## src/rtl/instr_fetch_pkg.sv

```systemverilog
// Shared constants for the fetch stage and the decoder: PC select encodings,
// FSM state encoding and default reset/trap vectors.
package instr_fetch_pkg;

    localparam logic [1:0] PCSEL_REG    = 2'b00;
    localparam logic [1:0] PCSEL_BRANCH = 2'b01;
    localparam logic [1:0] PCSEL_JUMP   = 2'b10;
    localparam logic [1:0] PCSEL_SEQ    = 2'b11;

    localparam logic [0:0] StFetch = 1'b0;
    localparam logic [0:0] StIssue = 1'b1;

    localparam logic [31:0] DEFAULT_RESET_PC = 32'h0000_0000;
    localparam logic [31:0] TRAP_PC          = 32'h0000_0080;

endpackage

```

## src/rtl/next_pc_calc.sv

```systemverilog
// Combinational next-PC selection for the fetch stage (register, branch, jump, sequential).
module next_pc_calc
    import instr_fetch_pkg::*;
(
    input  logic [31:0] pc_plus4,
    input  logic [31:0] instruction,
    input  logic [1:0]  pc_sel,
    input  logic        bce_taken,
    input  logic [31:0] rs_value,
    output logic [31:0] next_pc
);

    logic [31:0] branch_off;
    logic [7:0]  unused_bits;

    assign branch_off  = {{14{instruction[15]}}, instruction[15:0], 2'b00};
    assign unused_bits = {instruction[31:26], rs_value[1:0]};

    always_comb begin
        next_pc = pc_plus4;
        unique case (pc_sel)
            PCSEL_REG:    next_pc = {rs_value[31:2], 2'b00};
            PCSEL_BRANCH: next_pc = bce_taken ? (pc_plus4 + branch_off) : pc_plus4;
            PCSEL_JUMP:   next_pc = {pc_plus4[31:28], instruction[25:0], 2'b00};
            PCSEL_SEQ:    next_pc = pc_plus4;
            default:      next_pc = pc_plus4;
        endcase
    end

endmodule

```

## src/rtl/instr_fetch.sv

```systemverilog
// Instruction fetch stage: PC register, imem req/ack fetch, valid/ready issue to decoder.
// Optional illegal-instruction trap enabled by defining IFETCH_ILLEGAL_TRAP_EN.
module instr_fetch
    import instr_fetch_pkg::*;
#(
    parameter logic [31:0] RESET_PC = DEFAULT_RESET_PC
) (
    input  logic        clk,
    input  logic        rst,
    output logic        imem_req,
    output logic [31:0] imem_addr,
    input  logic        imem_ack,
    input  logic [31:0] imem_data,
    output logic [31:0] instruction,
    output logic        instr_valid,
    input  logic        instr_ready,
    output logic [31:0] pc,
    output logic [31:0] pc_plus4,
    input  logic [1:0]  pc_sel,
    input  logic        bce_taken,
    input  logic [31:0] rs_value,
    input  logic        is_illegal,
    output logic [31:0] epc
);

    logic [0:0]  state_q, state_d;
    logic        started_q;
    logic [31:0] pc_q, pc_d;
    logic [31:0] instr_q, instr_d;
    logic [31:0] calc_pc;
    logic [31:0] target_pc;
    logic        accept;

    // started_q keeps imem_req low through reset and for the cycle it is released,
    // so a stale ack for an aborted request cannot be captured.
    assign imem_req    = (state_q == StFetch) && started_q;
    assign imem_addr   = pc_q;
    assign instr_valid = (state_q == StIssue);
    assign instruction = instr_q;
    assign pc          = pc_q;
    assign pc_plus4    = pc_q + 32'd4;
    assign accept      = instr_valid && instr_ready;

    next_pc_calc u_next_pc_calc (
        .pc_plus4    (pc_plus4),
        .instruction (instr_q),
        .pc_sel      (pc_sel),
        .bce_taken   (bce_taken),
        .rs_value    (rs_value),
        .next_pc     (calc_pc)
    );

`ifdef IFETCH_ILLEGAL_TRAP_EN
    logic [31:0] epc_q;

    assign target_pc = is_illegal ? TRAP_PC : calc_pc;
    assign epc       = epc_q;

    always_ff @(posedge clk or posedge rst) begin
        if (rst) begin
            epc_q <= 32'h0;
        end else if (accept && is_illegal) begin
            epc_q <= pc_q;
        end
    end
`else
    logic unused_illegal;

    assign unused_illegal = is_illegal;
    assign target_pc      = calc_pc;
    assign epc            = 32'h0;
`endif

    always_comb begin
        state_d = state_q;
        pc_d    = pc_q;
        instr_d = instr_q;
        unique case (state_q)
            StFetch: begin
                if (imem_req && imem_ack) begin
                    instr_d = imem_data;
                    state_d = StIssue;
                end
            end
            StIssue: begin
                if (instr_ready) begin
                    pc_d    = target_pc;
                    state_d = StFetch;
                end
            end
            default: state_d = StFetch;
        endcase
    end

    always_ff @(posedge clk or posedge rst) begin
        if (rst) begin
            state_q   <= StFetch;
            started_q <= 1'b0;
            pc_q      <= RESET_PC;
            instr_q   <= 32'h0;
        end else begin
            state_q   <= state_d;
            started_q <= 1'b1;
            pc_q      <= pc_d;
            instr_q   <= instr_d;
        end
    end

endmodule

```

## config.mk

```make
export PLATFORM = sky130hd
export DESIGN_NAME = instr_fetch
export DESIGN_NICKNAME = d
export VERILOG_FILES = /design/src/rtl/instr_fetch_pkg.sv /design/src/rtl/next_pc_calc.sv /design/src/rtl/instr_fetch.sv
export SDC_FILE = /design/constraint.sdc
export NUM_CORES = 1
export LEC_CHECK = 0
export ABC_CLOCK_PERIOD_IN_PS = 4100
export CAP_MARGIN = 10
export CORE_ASPECT_RATIO = 0.75
export CORE_MARGIN = 1.5
export CORE_UTILIZATION = 45
export CTS_BUF_LIST = sky130_fd_sc_hd__clkbuf_8 sky130_fd_sc_hd__clkbuf_16
export CTS_CLUSTER_SIZE = 16
export DETAILED_ROUTE_END_ITERATION = 7
export PLACE_DENSITY = 0.94
export SYNTH_ARGS = -nofsm -noshare
export SYNTH_HDL_FRONTEND = slang
export SYNTH_HIERARCHICAL = 1
export SYNTH_SLANG_ARGS = --single-unit
```

## constraint.sdc

```tcl
create_clock -name clk -period 4.1 [get_ports clk]
set_input_delay 1.025 -clock clk [delete_from_list [all_inputs] [get_ports clk]]
set_output_delay 1.025 -clock clk [all_outputs]
set_load 0.05 [all_outputs]
```

Word level (Yosys, flattened, before mapping)
Index checks and enable logic that the tools add are counted.
Widths: inputs -> output; s select.
- register bits: 66
- input port bits: 72
- output and inout port bits: 162
- $add $sub $neg: 2
- equal/unequal tests: 3
- mux-type cells: 5
- bitwise logic cells: 1
- reductions and logical operators: 5
- operators by type and width (kind ; number):
    $pmux 32 s4 ; 1
    $add 32x3->32 const B ; 1
    $add 32x32->32 ; 1
    $mux 32 ; 1
    $eq 2x2->1 const B ; 2
    $reduce_and 2->1 ; 2
    $eq 2x1->1 const B ; 1
    $logic_and 1x1->1 ; 2
    $logic_not 2->1 ; 1
    $mux 1 ; 2
    $pmux 1 s2 ; 1
    $not 1->1 ; 1

Depth between registers and ports, before layout
- depth in word-level cells: 5
- depth in mapped cells: 18

By module
Netlist, hierarchy kept.
- by module, submodules not included (module ; instances ; cells an instance ; area an instance (um^2)):
    instr_fetch ; 1 ; 287 ; 3502.1
    next_pc_calc ; 1 ; 299 ; 2303.5

Least setup slack after synthesis
No wires, ideal clock.
- path kind: register to register
- start: register pc_q[2] (netlist: imem_addr[2])
- end: register pc_q[23] (netlist: imem_addr[23])
- arrival time: 4.824 ns
- data required time: 3.975 ns
- setup slack: -0.849 ns
- stages on the path, launching flop included: 16
- buffers on the path: 0
- clock period less this slack: 4.949 ns
- path through: dfrtp_1 -> ha_1 -> nand3_1 -> nor2_2 -> nand2_1 -> xnor2_1 -> ha_1 -> a211oi_1 -> o21bai_1 -> a211oi_1 -> o21ai_0 -> a21oi_1 -> xnor2_1 -> mux2_2 -> mux4_2 -> mux2_2
- word-level cells in the longest chain between the ends: 4
- ends and longest elaborated chain (item ; line ; source):
    start: declaration ; instr_fetch.sv:28 ; logic [31:0] pc_q, pc_d;
    start signal: assignment ; instr_fetch.sv:104 ; pc_q <= pc_d;
    $add 32x3->32 ; instr_fetch.sv:41 ; assign pc_plus4 = pc_q + 32'd4;
    net pc_plus4[16] ; instr_fetch.sv:18 ; output logic [31:0] pc_plus4,
    $add 32x32->32 ; next_pc_calc.sv:23 ; PCSEL_BRANCH: next_pc = bce_taken ? (pc_plus4 + branch_off) : pc_plus4;
    $mux 32 ; next_pc_calc.sv:23 ;
    $pmux 32 s4 ; next_pc_calc.sv:21 ; unique case (pc_sel)
    net calc_pc[23] ; instr_fetch.sv:30 ; logic [31:0] calc_pc;
The timed path passes the listed nets, and every way through them passes these cells.
A chain may end at the register's enable or synchronous reset.

Worst setup path in the final report
- start: register pc_q[11] (netlist: imem_addr[11])
- end: output port pc_plus4[28]
- word-level cells in the longest chain between the ends: 1
- ends and longest elaborated chain (item ; line):
    $add 32x3->32 ; instr_fetch.sv:41
    end: declaration ; instr_fetch.sv:18
No other way between the ends.

==> out/results.txt <==
Reg power frac = 0.144
DP HPWL = 13.7 mm
Yosys reg bits = 66
Final hold vios = 0
Buffers added on ports = 198
Syn. warnings = 6
R2r setup slk = 0.13 ns
Die width = 134 µm
WP data arrival = 2.97 ns
Clock power frac = 0.108
Share of layout cells above drive strength 1 = 0.267
Hold crit path type = flop to flop
Tot Pwr = 8.58 mW
# hold bufs at CTS = 0
Vias post-DR = 5449
CTS tree = built
R2R cell count = 16
Max_slew headroom = 0.528
Post-Syn Area per Cell = 9.91 µm²
Gr usage total = 0.271
Pleak = 3.70 nW
Status = finished, final reports clean
RSZ-0062 raised after global routing = true
Pre-antenna DRT Iters = 7
Final worst setup slack = 0.107 ns
Die Area = 13600 µm²
Achievable Freq = 250 MHz
Area grow syn2layout = 49.5%
DRC viols = 0
Crit end category = output port
Clock-pin slew on the worst setup and hold paths = 0.06 ns
CP Class = flop to output port
CP max FO = 7
Setup-failing EPs final = 0
Switching share of power = 0.529
Ys flop type = dfrtp_1
Initial core utilization = 0.467
Max_cap viols = 0
Synth top area cells = dfrtp_1 (28%), mux2_2 (15%), buf_4 (8.5%), ha_1 (6.5%), xnor2_1 (6.0%)
IO Count = 234
Worst setup endpoint = pc_plus4[28]
Most instantiated cells after synthesis = mux2_2 (76), buf_4 (66), dfrtp_1 (66)
Startpoint types = flop
Mapped cell area = 5810 µm²
Skew final = 0.0115 ns
Net load switching power = 4.54 mW
Max Root-Sink Buffers = 2
Post-synth EDFFs = 0
Post-place setup slack = 0.0572 ns
Sink Count = 66
Vias in the first global route = 5358
Critical path launch point = imem_addr[11]$_DFFE_PP0P_
CTS Buf Count = 9
Via/cell ratio = 5.68
Syn Inst Count = 586
Actual transition at the worst max-transition pin = 0.707 ns
Fillers = 905
Total Wirelength = 18.6 mm
Fin nets = 891
Post-synthesis sequential area ratio = 0.284
PwrDens = 988 nW/µm²
CTS H-tree depth = 3
1st-iter DRT viols = 294
Netlist cell types = 56
Cell-internal power = 4.04 mW
Die Y = 101 µm
Reg2Reg Capture Point = imem_addr[19]$_DFFE_PP0P_
IR drop worst, VDD = 0.762 mV
Count leader, synth = mux2_2
ANT cells = 0
FP Rows = 35
Crit path time final = 3.99 ns
Final Max Tran Viols = 0
Critical R2R Launch = imem_addr[2]$_DFFE_PP0P_
Clock latency on the worst-skew pair = 0.34 ns
Synth top area share = 0.284
Largest net degree at the start of global routing = 38
Placer congestion estimate = 0.937
Setup tns final = 0 ns
Cell taking the most area after synthesis = dfrtp_1
Mean routed wirelength per cell = 19.4 µm
Async SR Flop Fraction = 1.00
Required time of the critical path = 3.07 ns
Clk root buf = clkbuf_16
Core area = 12400 µm²
Period Utilization, post-route = 0.974
First-pass GRT wire length = 28.5 mm
Antenna Nets Post-Route = 0
Comb power frac = 0.748
Total congestion overflow = 0
Antenna violations before repair = 0
## registers in the layout (all words and copies together), names as in the netlist
| name | cells |
|---|---|
| instr_valid | 1 |
| imem_addr | 32 |
| started_q | 1 |
| instruction | 32 |
## per-stage QoR
stage,std cells,cell area [µm²],utilization,hold WS [ns]
after global routing,959,8680,0.698,0.532
after detailed placement,926,8150,0.655,0.496
after CTS,945,8520,0.685,0.510
after global placement,926,8150,0.655,0.488
after floorplan,617,6300,-,0.767
final,959,8680,0.698,0.509
## final cells by class
class                      count  area [µm²]  area share
multi-input combinational    448        4030       0.464
timing repair buffer         243        2350       0.271
sequential                    66        1670       0.192
clock buffer                  11         253      0.0291
tap                          166         208      0.0239
clock inverter                 5         101      0.0117
inverter                      20        75.1     0.00865
## power by group through the flow
stage          clock [mW]  sequential, mW  combinational [mW]
6_report            0.922            1.24                6.42
5_1_grt             0.957            1.28                6.75
4_1_cts             0.931            1.28                6.19
3_5_place_dp            0            1.29                6.13
3_3_place_gp            0            1.27                6.02
2_1_floorplan           0            2.03                3.75
## worst min-delay path by stage
stage / start / endpoint / cells past startpoint / slack (ns)
after global placement: instruction[31]$_DFFE_PP0P_ / instruction[31]$_DFFE_PP0P_ / 1 / 0.49
after floorplan: imem_addr[3]$_DFFE_PP0P_ / imem_addr[3]$_DFFE_PP0P_ / 1 / 0.77
after detailed placement: instruction[31]$_DFFE_PP0P_ / instruction[31]$_DFFE_PP0P_ / 1 / 0.50
final: instruction[26]$_DFFE_PP0P_ / instruction[26]$_DFFE_PP0P_ / 1 / 0.51
after CTS: instruction[26]$_DFFE_PP0P_ / instruction[26]$_DFFE_PP0P_ / 1 / 0.51
after global routing: instruction[26]$_DFFE_PP0P_ / instruction[26]$_DFFE_PP0P_ / 1 / 0.53
## what timing repair did
| action | in CTS | in global routing |
|---|---|---|
| resized for setup | 1 | 14 |
| buffers inserted | 3 | 14 |
| pin swaps | 1 | 1 |
| gates cloned | 0 | 0 |
| endpoints found under the setup margin | 3 | 16 |
## cell usage in the layout, fill, tap and decap left out, types with 4 or more instances in the layout
master           count
and3_1               7
dfrtp_2             12
clkdlybuf4s50_1    192
a21oi_1             36
a221oi_1             6
xnor2_2              8
o21ai_0             24
nand3_1             13
nand2_1             29
mux4_2              15
nor2b_1              6
xor2_1               6
and4_1               5
dlymetal6s2s_1       4
o22ai_1              9
buf_4               43
dfrtp_1             54
inv_1               19
xnor2_1             21
mux2_2              76
and2_1               4
a21o_1              13
xnor2_4             11
nand4_1             14
conb_1              33
o21bai_1             7
ha_1                25
nor2_1              18
clkbuf_16            9
a211oi_1             6
## layer usage
metal / up-vias / track usage / wire (µm)
met5: - / 0 / 0
met4: 0 / 0.0819 / 340
met3: 39 / 0.0701 / 1650
met2: 288 / 0.440 / 8620
met1: 2651 / 0.361 / 8030
li1: 2471 / - / -
## cells by family (layout without fill, tap and decap cells)
group / count (synthesis) / in the layout / synth area share
AOI/OAI and AO/OA: 128 / 128 / 0.143
and+or+nand+nor: 112 / 112 / 0.106
buffers and inverters: 103 / 279 / 0.111
muxes: 93 / 93 / 0.209
DFF: 66 / 66 / 0.284
xor gates and xnor gates: 51 / 51 / 0.0769
adders and majority gates: 31 / 31 / 0.0681
other: 2 / 33 / 0.00129
## critical path, cell delays in order, from the launching register on
cell and delay (ns):
dfrtp_2 0.48, nand4_4 0.24, nor4b_4 0.60, nand4_1 0.23
xnor2_2 0.23, clkdlybuf4s50_1 0.84
(Power assumes the default switching activity.)
